--- src/rtl/ctl_decode_pipe.sv ---
// MIPS D-stage control decoder with D->E pipeline register, bubble insertion,
// illegal-opcode flagging and a mul/div occupancy tracker that requests stalls.
module ctl_decode_pipe #(
    parameter int ALUCTL_W = 5,
    parameter int MUL_LAT  = 4,
    parameter int DIV_LAT  = 32
) (
    input  logic                clk,
    input  logic                rst_n,
    input  logic                instr_valid_d,
    input  logic [5:0]          opcode_d,
    input  logic [5:0]          funct_d,
    input  logic [4:0]          rt_d,
    input  logic                stall_in,
    input  logic                flush_e,
    output logic                stall_req,
    output logic                muldiv_busy,
    output logic                muldiv_done,
    output logic                valid_e,
    output logic                reg_write_e,
    output logic                mem_to_reg_e,
    output logic                mem_write_e,
    output logic                branch_e,
    output logic                alu_src_e,
    output logic                reg_dst_e,
    output logic                illegal_e,
    output logic [2:0]          branch_type_e,
    output logic [ALUCTL_W-1:0] alu_ctl_e
);

    localparam int CNT_W = $clog2(DIV_LAT + 1);

    logic             reg_write_d;
    logic             mem_to_reg_d;
    logic             mem_write_d;
    logic             branch_d;
    logic             alu_src_d;
    logic             reg_dst_d;
    logic             illegal_d;
    logic [2:0]       branch_type_d;
    logic [4:0]       alu_code;
    logic             is_mul;
    logic             is_div;
    logic             is_hilo;
    logic             advance;
    logic [CNT_W-1:0] cnt;
    logic [CNT_W-1:0] cnt_next;

    always_comb begin
        reg_write_d   = 1'b0;
        mem_to_reg_d  = 1'b0;
        mem_write_d   = 1'b0;
        branch_d      = 1'b0;
        alu_src_d     = 1'b0;
        reg_dst_d     = 1'b0;
        illegal_d     = 1'b0;
        branch_type_d = 3'd0;
        alu_code      = 5'b00000;
        is_mul        = 1'b0;
        is_div        = 1'b0;
        is_hilo       = 1'b0;
        case (opcode_d)
            6'b000000: begin
                reg_write_d = 1'b1;
                reg_dst_d   = 1'b1;
                case (funct_d)
                    6'b000000, 6'b000100: alu_code = 5'b00101;
                    6'b000010, 6'b000110: alu_code = 5'b01000;
                    6'b000011:            alu_code = 5'b01011;
                    6'b010000, 6'b010010: begin
                        alu_code = 5'b00010;
                        is_hilo  = 1'b1;
                    end
                    6'b011000, 6'b011001: begin
                        reg_write_d = 1'b0;
                        reg_dst_d   = 1'b0;
                        is_mul      = 1'b1;
                        alu_code    = funct_d[0] ? 5'b10101 : 5'b00100;
                    end
                    6'b011010, 6'b011011: begin
                        reg_write_d = 1'b0;
                        reg_dst_d   = 1'b0;
                        is_div      = 1'b1;
                        alu_code    = funct_d[0] ? 5'b10100 : 5'b00011;
                    end
                    6'b100000: alu_code = 5'b10010;
                    6'b100001: alu_code = 5'b00010;
                    6'b100010: alu_code = 5'b10011;
                    6'b100011: alu_code = 5'b00110;
                    6'b100100: alu_code = 5'b00000;
                    6'b100101: alu_code = 5'b00001;
                    6'b100110: alu_code = 5'b01001;
                    6'b101010: alu_code = 5'b00111;
                    6'b101011: alu_code = 5'b01010;
                    default: begin
                        reg_write_d = 1'b0;
                        reg_dst_d   = 1'b0;
                        illegal_d   = 1'b1;
                    end
                endcase
            end
            6'b001000: begin alu_src_d = 1'b1; reg_write_d = 1'b1; alu_code = 5'b10010; end
            6'b001001: begin alu_src_d = 1'b1; reg_write_d = 1'b1; alu_code = 5'b00010; end
            6'b001100: begin alu_src_d = 1'b1; reg_write_d = 1'b1; alu_code = 5'b00000; end
            6'b001101: begin alu_src_d = 1'b1; reg_write_d = 1'b1; alu_code = 5'b00001; end
            6'b001110: begin alu_src_d = 1'b1; reg_write_d = 1'b1; alu_code = 5'b01001; end
            6'b001010: begin alu_src_d = 1'b1; reg_write_d = 1'b1; alu_code = 5'b00111; end
            6'b001011: begin alu_src_d = 1'b1; reg_write_d = 1'b1; alu_code = 5'b01010; end
            6'b100011: begin
                alu_src_d    = 1'b1;
                mem_to_reg_d = 1'b1;
                reg_write_d  = 1'b1;
                alu_code     = 5'b00010;
            end
            6'b101011: begin
                alu_src_d   = 1'b1;
                mem_write_d = 1'b1;
                alu_code    = 5'b00010;
            end
            6'b000100: begin branch_d = 1'b1; branch_type_d = 3'd0; alu_code = 5'b00110; end
            6'b000101: begin branch_d = 1'b1; branch_type_d = 3'd1; alu_code = 5'b00110; end
            6'b000111: begin branch_d = 1'b1; branch_type_d = 3'd3; alu_code = 5'b00110; end
            6'b000110: begin branch_d = 1'b1; branch_type_d = 3'd4; alu_code = 5'b00110; end
            6'b000001: begin
                // REGIMM: rt selects the compare-against-zero flavour
                case (rt_d)
                    5'b00001: begin branch_d = 1'b1; branch_type_d = 3'd2; alu_code = 5'b00110; end
                    5'b00000: begin branch_d = 1'b1; branch_type_d = 3'd5; alu_code = 5'b00110; end
                    default:  illegal_d = 1'b1;
                endcase
            end
            default: illegal_d = 1'b1;
        endcase
    end

    // HI/LO consumers and new mul/div ops must wait for the unit to drain
    assign muldiv_busy = (cnt != '0);
    assign stall_req   = instr_valid_d & muldiv_busy & (is_mul | is_div | is_hilo);
    assign advance     = instr_valid_d & ~(stall_in | stall_req) & ~flush_e;

    always_comb begin
        cnt_next = cnt;
        if (advance && is_mul)
            cnt_next = CNT_W'(MUL_LAT);
        else if (advance && is_div)
            cnt_next = CNT_W'(DIV_LAT);
        else if (cnt != '0)
            cnt_next = cnt - CNT_W'(1);
    end

    // done is registered so it lines up with the final busy cycle
    always_ff @(posedge clk) begin
        if (!rst_n) begin
            cnt         <= '0;
            muldiv_done <= 1'b0;
        end else begin
            cnt         <= cnt_next;
            muldiv_done <= (cnt_next == CNT_W'(1));
        end
    end

    always_ff @(posedge clk) begin
        if (!rst_n || flush_e || !advance) begin
            valid_e       <= 1'b0;
            reg_write_e   <= 1'b0;
            mem_to_reg_e  <= 1'b0;
            mem_write_e   <= 1'b0;
            branch_e      <= 1'b0;
            alu_src_e     <= 1'b0;
            reg_dst_e     <= 1'b0;
            illegal_e     <= 1'b0;
            branch_type_e <= 3'd0;
            alu_ctl_e     <= '0;
        end else begin
            valid_e       <= 1'b1;
            reg_write_e   <= reg_write_d;
            mem_to_reg_e  <= mem_to_reg_d;
            mem_write_e   <= mem_write_d;
            branch_e      <= branch_d;
            alu_src_e     <= alu_src_d;
            reg_dst_e     <= reg_dst_d;
            illegal_e     <= illegal_d;
            branch_type_e <= branch_type_d;
            alu_ctl_e     <= ALUCTL_W'(alu_code);
        end
    end

endmodule

--- config.mk ---
export PLATFORM = sky130hd
export DESIGN_NAME = ctl_decode_pipe
export DESIGN_NICKNAME = d
export VERILOG_FILES = /design/src/rtl/ctl_decode_pipe.sv
export SDC_FILE = /design/constraint.sdc
export NUM_CORES = 1
export LEC_CHECK = 0
export ABC_AREA = 0
export BUFFER_PORTS_ARGS = -buffer_cell sky130_fd_sc_hd__buf_2
export CAP_MARGIN = 0
export CORE_MARGIN = 2
export CORE_UTILIZATION = 25
export CTS_CLUSTER_SIZE = 20
export DETAILED_ROUTE_END_ITERATION = 7
export PLACE_DENSITY = 0.46
export SLEW_MARGIN = 20
export SYNTH_ARGS = -nofsm -noshare
export SYNTH_HDL_FRONTEND = slang
export SYNTH_SLANG_ARGS = --single-unit
--- constraint.sdc ---
create_clock -name clk -period 2.6 [get_ports clk]
set_clock_uncertainty 0.05 [all_clocks]
set_input_delay 0.13 -clock clk [delete_from_list [all_inputs] [get_ports clk]]
set_output_delay 0.13 -clock clk [all_outputs]
set_load 0.05 [all_outputs]
==> impl_metrics.py, run 1 <==
metrics = {
    "synthesis": {
        "syn_nets": 241,
        "ys_warn_count": 0,
        "yosysUniqueCellTypes": 62,
        "postSynthCellCount": 217,
        "ys_seq_area_share_pct": 27.4,
        "synthArstFlopShare_pct": 0,
        "synth_area_um2": 1680,
        "yosys-top-cells-area": "dfxtp_1 27%, nor2_1 4.5%, o21ai_0 3.6%",
        "synth_edf_count": 0,
        "synth.largest_area_cell": "dfxtp_1",
        "synth.avg_cell_area_um2": 7.74,
        "synth_top_area_share_pct": 27.4,
        "synth_seq_cells": 23,
        "synth_top_flop_cell": "dfxtp_1",
    },
    "sta": {
        "rsz0062_at_grt": "no",
        "tns_ps": 0,
        "min_period_over_period_pct": 91.5,
        "clock.fmax_mhz": 421,
        "setup_viol_count_final": 0,
        "worstMarginPinSlew_ps": 483,
        "slew_viol_final": 0,
        "relSlewSlack_pct": 67.3,
        "min_period_ps": 2380,
        "final-hold-violation-count": 0,
    },
    "critical_path": {
        "crit_required_ps": 2420,
        "cp-end-kind": "primary output",
        "path_buf_inv": 2,
        "rr_endpoint": "alu_src_e",
        "path_class": "reg2out",
        "slowest_stage": "dfxtp_1",
        "rr_startpoint": "cnt[0]",
        "r2r_cells": 7,
        "cp_slowest_stage_delay_ps": 460,
        "crit_fanout": 7,
        "path_cells": "inv_1, ha_1, nor2b_2, a2111o_1, nor2_1, buf_2",
        "arrival_ps": 2200,
        "crit_family": "flip-flops",
        "r2r_slack_ps": 330,
        "start_kind": "flip-flop",
    },
    "pwr": {
        "p_leak_nw": 0.767,
        "p_sw_share_pct": 44.7,
        "power_switching_mw": 0.631,
        "power_mw": 1.41,
        "pwr-share-seq_pct": 34.5,
        "power_frac_comb_pct": 49.0,
        "power.internal_mw": 0.780,
        "peakVddDrop_mv": 0.162,
        "clock_power_share_pct": 16.5,
        "power_density_nw_per_um2": 722,
    },
    "grt": {
        "grt_pass1_vias": 1485,
        "grt_max_degree": 18,
        "grt_usage_pct": 12.3,
        "grt_remaining_overflow": 0,
        "antenna_found_initial": 0,
        "grt_pass1_wl_mm": 7.32,
    },
    "cells_and_area": {
        "final_nets": 272,
        "area_growth_pct": 16.4,
        "drive_above_1_share_pct": 25.1,
        "n_antenna_cell": 0,
    },
    "clock_network": {
        "clockBufferDepth": 2,
        "cts_resized": 0,
        "cts-root-buf": "clkbuf_8",
        "cts_tree": "built",
        "clock_latency_ps": 270,
        "post_cts.repair.setup_buffers": 0,
        "ctsHoldBuffers": 0,
        "cts_sinks": 23,
        "h-tree-depth": 1,
        "cts_buffers": 3,
        "clk_pin_slew_ps": 90,
    },
    "placement": {
        "hpwl_mm": 3.26,
        "io_buffer_count": 40,
        "gp_congestion": 0.757,
    },
    "detailed_routing": {
        "post_drt_wl_per_cell_um": 13.5,
        "vias_per_cell": 5.09,
        "remaining_drc_errors": 0,
        "drt-total-wl_mm": 4.38,
        "drt_first_pass_iters": 4,
        "antenna_left": 0,
        "drt_iter0_markers": 94,
        "num_vias": 1649,
    },
    "flow_run": {
        "drv_cap": 0,
    },
    "worst_hold_path": {
        "hold_end": "branch_type_e[1]",
        "worstHoldStart": "rt_d[0]",
        "holdPathStages": 3,
        "hold_path.class": "in2reg",
    },
    "floorplan": {
        "start_util_pct": 26.2,
        "die_w_um": 86.0,
        "core_area_um2": 6420,
        "rows": 29,
        "die_h_um": 86.0,
        "die_area_um2": 7390,
        "ios": 41,
    },
    "status": {
        "outcome": "finished, final reports clean",
    },
}
worst min-delay path, delay by kind of cell:
kind	cells	cell delay, ps
AO/OA/AOI/OAI	1	80
buffers and inverters	1	90
AND/OR/NAND/NOR	1	80
kinds of logic after synthesis:
kind of cell	after synthesis	synth area share, %
flip-flops	23	27.4
adder cells (fa/ha/maj)	2	1.49
XOR/XNOR	3	1.56
buffers and inverters	25	6.70
AND/OR/NAND/NOR	99	35.5
AO/OA/AOI/OAI	64	26.7
multiplexers	1	0.596
power by group through the flow:
stage / Combinational (mW) / Clock, mW / Sequential [mW]
3_5_place_dp: 0.690 / 0 / 0.494
2_1_floorplan: 0.559 / 0 / 0.489
3_3_place_gp: 0.700 / 0 / 0.496
4_1_cts: 0.691 / 0.241 / 0.486
5_1_grt: 0.769 / 0.263 / 0.498
6_report: 0.692 / 0.233 / 0.486
worst max-delay path by stage:
stage               slack, ps   endpoint   start  cells past startpoint
finish                    220  stall_req  cnt[0]                      6
global route               80  stall_req  cnt[0]                      6
CTS                       220  stall_req  cnt[0]                      6
detailed placement        320  illegal_e  cnt[0]                      7
global placement          420  alu_src_e  cnt[0]                      7
floorplan                 420  stall_req  cnt[0]                      5
routing by layer:
layer / vias up / share of wire (%) / global-route usage (%)
li1: 856 / - / -
met1: 749 / 49 / 16.6
met2: 38 / 45 / 19.3
met3: 6 / 4.5 / 1.92
met4: 0 / 2.0 / 5.48
met5: - / 0 / 0
cell usage in the layout (no fill, tap or decap), types with 3 or more instances in the layout:
| master | netlist | layout |
|---|---|---|
| nor3_1 | 4 | 4 |
| or2_2 | 4 | 4 |
| and2_1 | 5 | 5 |
| a31oi_1 | 5 | 5 |
| inv_1 | 10 | 10 |
| nor4_1 | 7 | 7 |
| a211oi_1 | 6 | 6 |
| clkbuf_8 | 0 | 3 |
| nor2_1 | 20 | 20 |
| a32oi_1 | 3 | 3 |
| nand2b_1 | 9 | 9 |
| a21oi_1 | 11 | 11 |
| nand3_1 | 4 | 4 |
| nand2_1 | 14 | 14 |
| o21ai_0 | 12 | 12 |
| o21a_1 | 5 | 5 |
| or4_1 | 3 | 3 |
| or3_1 | 3 | 3 |
| nor2b_1 | 3 | 3 |
| buf_2 | 6 | 40 |
| dfxtp_1 | 23 | 23 |
stage by stage:
stage / cells / setup WS [ps] / instance area (um2) / hold slack (ps) / util (%)
final: 324 / 222 / 1960 / 83.5 / 30.5
after global routing: 324 / 84.0 / 1960 / 93.1 / 30.5
after CTS: 324 / 218 / 1960 / 83.2 / 30.5
after detailed placement: 320 / 320 / 1910 / 370 / 29.7
after global placement: 320 / 419 / 1910 / 369 / 29.7
after floorplan: 217 / 421 / 1680 / 202 / -
Yosys cell counts, types with 4 or more instances:
| cell type | number |
|---|---|
| dfxtp_1 | 23 |
| nor2_1 | 20 |
| nand2_1 | 14 |
| o21ai_0 | 12 |
| a21oi_1 | 11 |
| inv_1 | 10 |
| nand2b_1 | 9 |
| nor4_1 | 7 |
| a211oi_1 | 6 |
| buf_2 | 6 |
| clkbuf_1 | 6 |
| a31oi_1 | 5 |
| and2_1 | 5 |
| o21a_1 | 5 |
| nand3_1 | 4 |
| nor3_1 | 4 |
| or2_2 | 4 |
registers in the layout, indices dropped and copies added, names as in the netlist:
register	count
cnt	6
alu_ctl_e	5
branch_type_e	3
alu_src_e	1
branch_e	1
illegal_e	1
mem_to_reg_e	1
mem_write_e	1
muldiv_done	1
reg_dst_e	1
reg_write_e	1
valid_e	1
layout make-up:
cell class | instances | area [um2]
Fill cell | 713 | 4470
Multi-Input combinational cell | 169 | 1110
Sequential cell | 23 | 460
Timing Repair Buffer | 41 | 208
Tap cell | 77 | 96.3
Clock buffer | 3 | 41.3
Inverter | 10 | 37.5
Clock inverter | 1 | 5.00
Power figures use the tool's default switching activity.
==> run 2: changes to the inputs <==
==> constraint.sdc (replaced) <==
create_clock -name clk -period 2.8 [get_ports clk]
set_clock_uncertainty 0.05 [all_clocks]
set_input_delay 0.14 -clock clk [delete_from_list [all_inputs] [get_ports clk]]
set_output_delay 0.14 -clock clk [all_outputs]
set_load 0.05 [all_outputs]
==> run 2 against run 1 <==
Cell count is 0.31% higher. Die area unchanged. Core utilization is 0.12 points higher. Clock power fell by 11%. Via count decreased by 0.67%. Worst setup slack improved by 210 ps. Total power down 7.9%. Hold slack better by 18 ps. First-iteration DRC count is 73% higher. Global-route usage decreased by 0.70 points. Non-clock buffer count rose by 1. Wire length is 2.0% lower. Critical endpoint unchanged. Largest power group unchanged.
==> impl_metrics.py, run 2 (synthesis gave the netlist of run 1 again) <==
metrics = {
    "cells_and_area": {
        "mostFrequentLayoutCell": "buf_2",
        "area_growth_pct": 16.8,
        "mostFrequentLayoutCells": "40 x buf_2, 23 x dfxtp_1, 20 x nor2_1",
        "biggestRegsByFlops": "cnt x6, alu_ctl_e x5, branch_type_e x3",
        "largest_reg_flops": 6,
        "top_register": "cnt",
        "final_util_pct": 30.6,
        "drive_above_1_share_pct": 25.4,
        "n_antenna_cell": 0,
        "final_nets": 273,
    },
    "detailed_routing": {
        "antenna_left": 0,
        "vias_per_cell": 5.04,
        "drt_iter0_markers": 163,
        "drt-total-wl_mm": 4.30,
        "num_vias": 1638,
        "post_drt_wl_per_cell_um": 13.2,
        "drt_first_pass_iters": 4,
        "remaining_drc_errors": 0,
    },
    "placement": {
        "io_buffer_count": 40,
        "gp_congestion": 0.758,
        "hpwl_mm": 3.19,
    },
    "sta": {
        "tns_ps": 0,
        "min_period_ps": 2370,
        "clock.fmax_mhz": 422,
        "setup_viol_count_final": 0,
        "final-hold-violation-count": 0,
        "rsz0062_at_grt": "no",
        "slew_viol_final": 0,
        "min_period_over_period_pct": 84.5,
        "relSlewSlack_pct": 69.1,
        "worstMarginPinSlew_ps": 457,
    },
    "clock_network": {
        "post_cts.repair.setup_buffers": 0,
        "clockBufferDepth": 2,
        "clock_latency_ps": 260,
        "cts_tree": "built",
        "cts_sinks": 23,
        "clk_pin_slew_ps": 90,
        "cts_buffers": 3,
        "cts_resized": 0,
        "h-tree-depth": 1,
        "ctsHoldBuffers": 0,
        "cts-root-buf": "clkbuf_8",
    },
    "pwr": {
        "power_density_nw_per_um2": 662,
        "p_leak_nw": 0.772,
        "peakVddDrop_mv": 0.147,
    },
    "critical_path": {
        "slowest_stage": "dfxtp_1",
        "r2r_slack_ps": 600,
        "cp-end-kind": "primary output",
        "path_class": "reg2out",
        "crit_family": "flip-flops",
        "path_cells": "inv_1, ha_1, nor2b_2, a2111o_1, nor2_1, buf_2",
        "arrival_ps": 2180,
        "crit_fanout": 7,
        "start_kind": "flip-flop",
        "crit_required_ps": 2610,
        "cp_slowest_stage_delay_ps": 450,
        "path_buf_inv": 2,
    },
    "floorplan": {
        "start_util_pct": 26.2,
        "ios": 41,
        "die_w_um": 86.0,
        "rows": 29,
        "core_area_um2": 6420,
        "die_area_um2": 7390,
        "die_h_um": 86.0,
    },
    "grt": {
        "grt_pass1_vias": 1455,
        "grt_pass1_wl_mm": 7.12,
        "grt_max_degree": 18,
        "antenna_found_initial": 0,
        "grt_usage_pct": 11.6,
        "grt_remaining_overflow": 0,
    },
    "status": {
        "outcome": "finished, final reports clean",
    },
    "worst_hold_path": {
        "hold_path.class": "in2reg",
    },
    "flow_run": {
        "drv_cap": 0,
    },
}
[run 2: power breakdown]
part	switching [mW]	total (mW)	internal, mW
Combinational	0.390	0.640	0.250
Sequential	0.0775	0.452	0.375
Clock	0.108	0.208	0.0991
[run 2: layout make-up]
cell class / count / area (um2)
sequential: 23 / 460
fill: 703 / 4460
clock inverter: 1 / 5.00
inverter: 10 / 37.5
multi-input combinational: 169 / 1110
timing repair buffer: 42 / 215
clock buffer: 3 / 41.3
tap: 77 / 96.3
[run 2: through the flow]
stage / cells / total power, mW / hold WS, ps / setup WS [ps] / area (um2)
floorplan: 217 / 0.973 / 212 / 611 / 1680
global placement: 321 / 1.11 / 378 / 670 / 1920
detailed placement: 321 / 1.10 / 373 / 603 / 1920
CTS: 325 / 1.31 / 103 / 435 / 1960
global route: 325 / 1.41 / 115 / 322 / 1960
finish: 325 / 1.30 / 101 / 433 / 1960
[run 2: final timing paths]
| kind | from | end | cells past startpoint |
|---|---|---|---|
| worst max-delay path | cnt[0] | stall_req | 6 |
| worst min register to register | cnt[1] | cnt[1] | 2 |
| worst max register to register | cnt[0] | muldiv_done | 7 |
| worst min-delay path | rt_d[0] | branch_type_e[1] | 3 |
[run 2: metal layers]
metal,track usage (%),wire (um),up-vias
met1,16.7,2100,737
met2,18.4,2000,34
li1,-,-,865
met5,0,0,-
met3,1.73,163,2
met4,2.16,38,0
[run 2: worst min-delay path, stage by stage]
cell     delay, ps
buf_2           90
a32oi_1         80
nor2_1          70
==> run 3: changes to the inputs <==
--- a/config.mk
+++ b/config.mk
@@ -5,14 +5,14 @@
 export SDC_FILE = /design/constraint.sdc
 export NUM_CORES = 1
 export LEC_CHECK = 0
-export ABC_AREA = 0
+export ABC_AREA = 1
 export BUFFER_PORTS_ARGS = -buffer_cell sky130_fd_sc_hd__buf_2
 export CAP_MARGIN = 0
 export CORE_MARGIN = 2
 export CORE_UTILIZATION = 25
 export CTS_CLUSTER_SIZE = 20
 export DETAILED_ROUTE_END_ITERATION = 7
-export PLACE_DENSITY = 0.46
+export PLACE_DENSITY = 0.47
 export SLEW_MARGIN = 20
 export SYNTH_ARGS = -nofsm -noshare
 export SYNTH_HDL_FRONTEND = slang
==> constraint.sdc (replaced) <==
create_clock -name clk -period 2.3 [get_ports clk]
set_clock_uncertainty 0.05 [all_clocks]
set_input_delay 0.115 -clock clk [delete_from_list [all_inputs] [get_ports clk]]
set_output_delay 0.115 -clock clk [all_outputs]
set_load 0.05 [all_outputs]
==> run 3 against run 2 <==
Synthesized cell count is 12% higher. Sequential cell count stayed put. Combinational power is 8.7% higher. Register-to-register slack better by 120 ps. Sequential share of layout area is 0.85 points higher. Core utilization is 1.1 points higher. First-iteration DRC count is 68% lower. Hold slack worse by 21 ps. Critical endpoint unchanged. Die area is 6.6% lower.
==> impl_metrics.py, run 3 <==
metrics = {
    "synthesis": {
        "synth_top_family_by_area": "simple AND/OR/NAND/NOR gates",
        "yosysUniqueCellTypes": 28,
        "synth.largest_area_cell": "dfxtp_1",
        "synth_xor_area_share_pct": 0,
        "ys_seq_area_share_pct": 29.4,
        "ys_warn_count": 0,
        "synth_seq_cells": 23,
        "synth_top_flop_cell": "dfxtp_1",
        "synthMuxAreaShare_pct": 0,
        "synth.avg_cell_area_um2": 6.41,
        "synthTopCellsByCount": "57 x nand2_1, 40 x inv_1, 32 x nor2_1",
        "postSynthCellCount": 244,
        "synthAdderAreaFrac_pct": 1.60,
        "synth_edf_count": 0,
        "syn_nets": 268,
        "yosys-top-cells-area": "dfxtp_1 29%, nand2_1 14%, inv_1 9.6%",
        "synth_area_um2": 1560,
        "synthArstFlopShare_pct": 0,
        "synthSimpleGateAreaFrac_pct": 50.2,
        "synth_top_area_share_pct": 29.4,
        "synth_most_common_cell": "nand2_1",
        "synth_compound_area_share_pct": 7.04,
    },
    "sta": {
        "tns_ps": 0,
        "setup_viol_count_final": 0,
        "slew_viol_final": 0,
        "relSlewSlack_pct": 73.1,
        "rsz0062_at_grt": "no",
        "final-hold-violation-count": 0,
        "worstMarginPinSlew_ps": 401,
        "min_period_ps": 1790,
        "min_period_over_period_pct": 78.0,
        "clock.fmax_mhz": 557,
        "fin_hold_ws_ps": 80.8,
    },
    "pwr": {
        "power_switching_mw": 0.626,
        "power_density_nw_per_um2": 763,
        "power.internal_mw": 0.819,
        "pwr-share-seq_pct": 35.1,
        "power_frac_comb_pct": 48.2,
        "p_sw_share_pct": 43.3,
        "clock_power_share_pct": 16.7,
        "peakVddDrop_mv": 0.671,
        "p_leak_nw": 1.03,
    },
    "detailed_routing": {
        "drt_first_pass_iters": 6,
        "drt-total-wl_mm": 3.76,
        "post_drt_wl_per_cell_um": 10.4,
        "drt_iter0_markers": 52,
        "num_vias": 1598,
        "remaining_drc_errors": 0,
        "vias_per_cell": 4.43,
        "antenna_left": 0,
    },
    "grt": {
        "grt_pass1_wl_mm": 6.69,
        "grt_pass1_vias": 1501,
        "antenna_found_initial": 0,
        "grt_remaining_overflow": 0,
        "grt_max_degree": 14,
        "grt_usage_pct": 11.4,
    },
    "critical_path": {
        "path_class": "reg2out",
        "rr_startpoint": "cnt[0]",
        "crit_family": "buffers and inverters",
        "crit_required_ps": 2130,
        "start_kind": "flip-flop",
        "path_buf_inv": 3,
        "slowest_stage": "dfxtp_1",
        "cp-end-kind": "primary output",
        "r2r_cells": 10,
        "rr_endpoint": "alu_ctl_e[4]",
        "arrival_ps": 1630,
        "r2r_slack_ps": 720,
        "path_cells": "inv_1, ha_1, nand3_4, nand2_4, nor2_4, nand2_4, inv_1, buf_2",
        "crit_fanout": 9,
        "cp_slowest_stage_delay_ps": 340,
    },
    "floorplan": {
        "die_w_um": 83.1,
        "rows": 28,
        "start_util_pct": 26.1,
        "die_area_um2": 6900,
        "core_area_um2": 5990,
        "die_h_um": 83.1,
        "ios": 41,
    },
    "cells_and_area": {
        "n_antenna_cell": 0,
        "mostFrequentLayoutCells": "57 x nand2_1, 40 x inv_1, 40 x buf_2",
        "largest_reg_flops": 6,
        "top_register": "cnt",
        "area_growth_pct": 21.1,
        "final_util_pct": 31.6,
        "fin_cells": 361,
        "drive_above_1_share_pct": 25.2,
        "final_nets": 311,
        "biggestRegsByFlops": "cnt x6, alu_ctl_e x5, branch_type_e x3",
        "mostFrequentLayoutCell": "nand2_1",
    },
    "clock_network": {
        "cts_buffers": 3,
        "post_cts.repair.setup_buffers": 0,
        "cts_tree": "built",
        "clockBufferDepth": 2,
        "cts_sinks": 23,
        "cts_resized": 0,
        "h-tree-depth": 1,
        "cts-root-buf": "clkbuf_8",
        "ctsHoldBuffers": 0,
        "clk_pin_slew_ps": 80,
        "clock_latency_ps": 260,
    },
    "worst_hold_path": {
        "hold_end": "branch_type_e[1]",
        "holdPathStages": 3,
        "worstHoldStart": "rt_d[0]",
        "hold_path.class": "in2reg",
    },
    "placement": {
        "dp.cells": 357,
        "io_buffer_count": 40,
        "gp_congestion": 0.824,
        "hpwl_mm": 3.24,
    },
    "flow_run": {
        "drv_cap": 0,
    },
    "status": {
        "outcome": "finished, final reports clean",
    },
}
## run 3: cell types whose count changed after synthesis, moves of 7 or more
cell / delta
nand4_1: +7
nor2_2: +7
nand3_1: +15
inv_1: +30
nand2_1: +43
nor2_1: +12
nand2b_1: -9
## run 3: per-stage QoR
step	instance area (um2)	setup WS, ps	total power [mW]
global route	1890	365	1.57
floorplan	1560	709	1.06
finish	1890	505	1.44
global placement	1850	745	1.22
detailed placement	1850	714	1.22
CTS	1890	485	1.46
## run 3: layout make-up
cell class / count / area, um2
inverters: 46 / 173
flip-flops and latches: 23 / 460
fillers: 676 / 4100
repair buffers: 40 / 200
clock inverters: 1 / 5.00
well taps: 75 / 93.8
clock buffers: 3 / 41.3
multi-input cells: 173 / 921
## run 3: power groups by stage
stage / sequential, mW / clock, mW / combinational [mW]
6_report: 0.507 / 0.242 / 0.696
2_1_floorplan: 0.527 / 0 / 0.535
3_3_place_gp: 0.521 / 0 / 0.702
5_1_grt: 0.517 / 0.268 / 0.783
3_5_place_dp: 0.516 / 0 / 0.702
4_1_cts: 0.507 / 0.247 / 0.705
## run 3: kinds of logic (layout without fill, tap and decap cells)
kind of cell / after synthesis / after routing
AND/OR/NAND/NOR: 150 / 150
buffers and inverters: 48 / 90
flip-flops: 23 / 23
AO/OA/AOI/OAI: 21 / 21
adder cells (fa/ha/maj): 2 / 2
## run 3: metal layers
| metal | part of all wire [%] | wire length, um | global-route usage, % |
|---|---|---|---|
| met1 | 48 | 1810 | 14.8 |
| met2 | 47 | 1750 | 19.2 |
| met3 | 4.1 | 154 | 2.09 |
| met4 | 1.2 | 46 | 3.13 |
| met5 | 0 | 0 | 0 |
## run 3: worst reg2reg max path: stages, from the launching register on
cell     delay (ps)
dfxtp_1         320
inv_1           130
ha_1            230
nand3_4         140
nand2_4          90
nor2_4           40
nand2_4          90
nand3_4         140
nor2_4          150
inv_2            60
nor2_2           80
## run 3: how the worst max path moves through the flow
stage                     cells after the start  slack (ps)    from      endpoint
after CTS                                     8         490  cnt[0]     stall_req
final                                         8         510  cnt[0]     stall_req
after detailed placement                     10         710  cnt[0]  alu_ctl_e[4]
after global routing                          8         360  cnt[0]     stall_req
after global placement                       10         750  cnt[0]  alu_ctl_e[4]
after floorplan                              10         710  cnt[0]  alu_ctl_e[2]
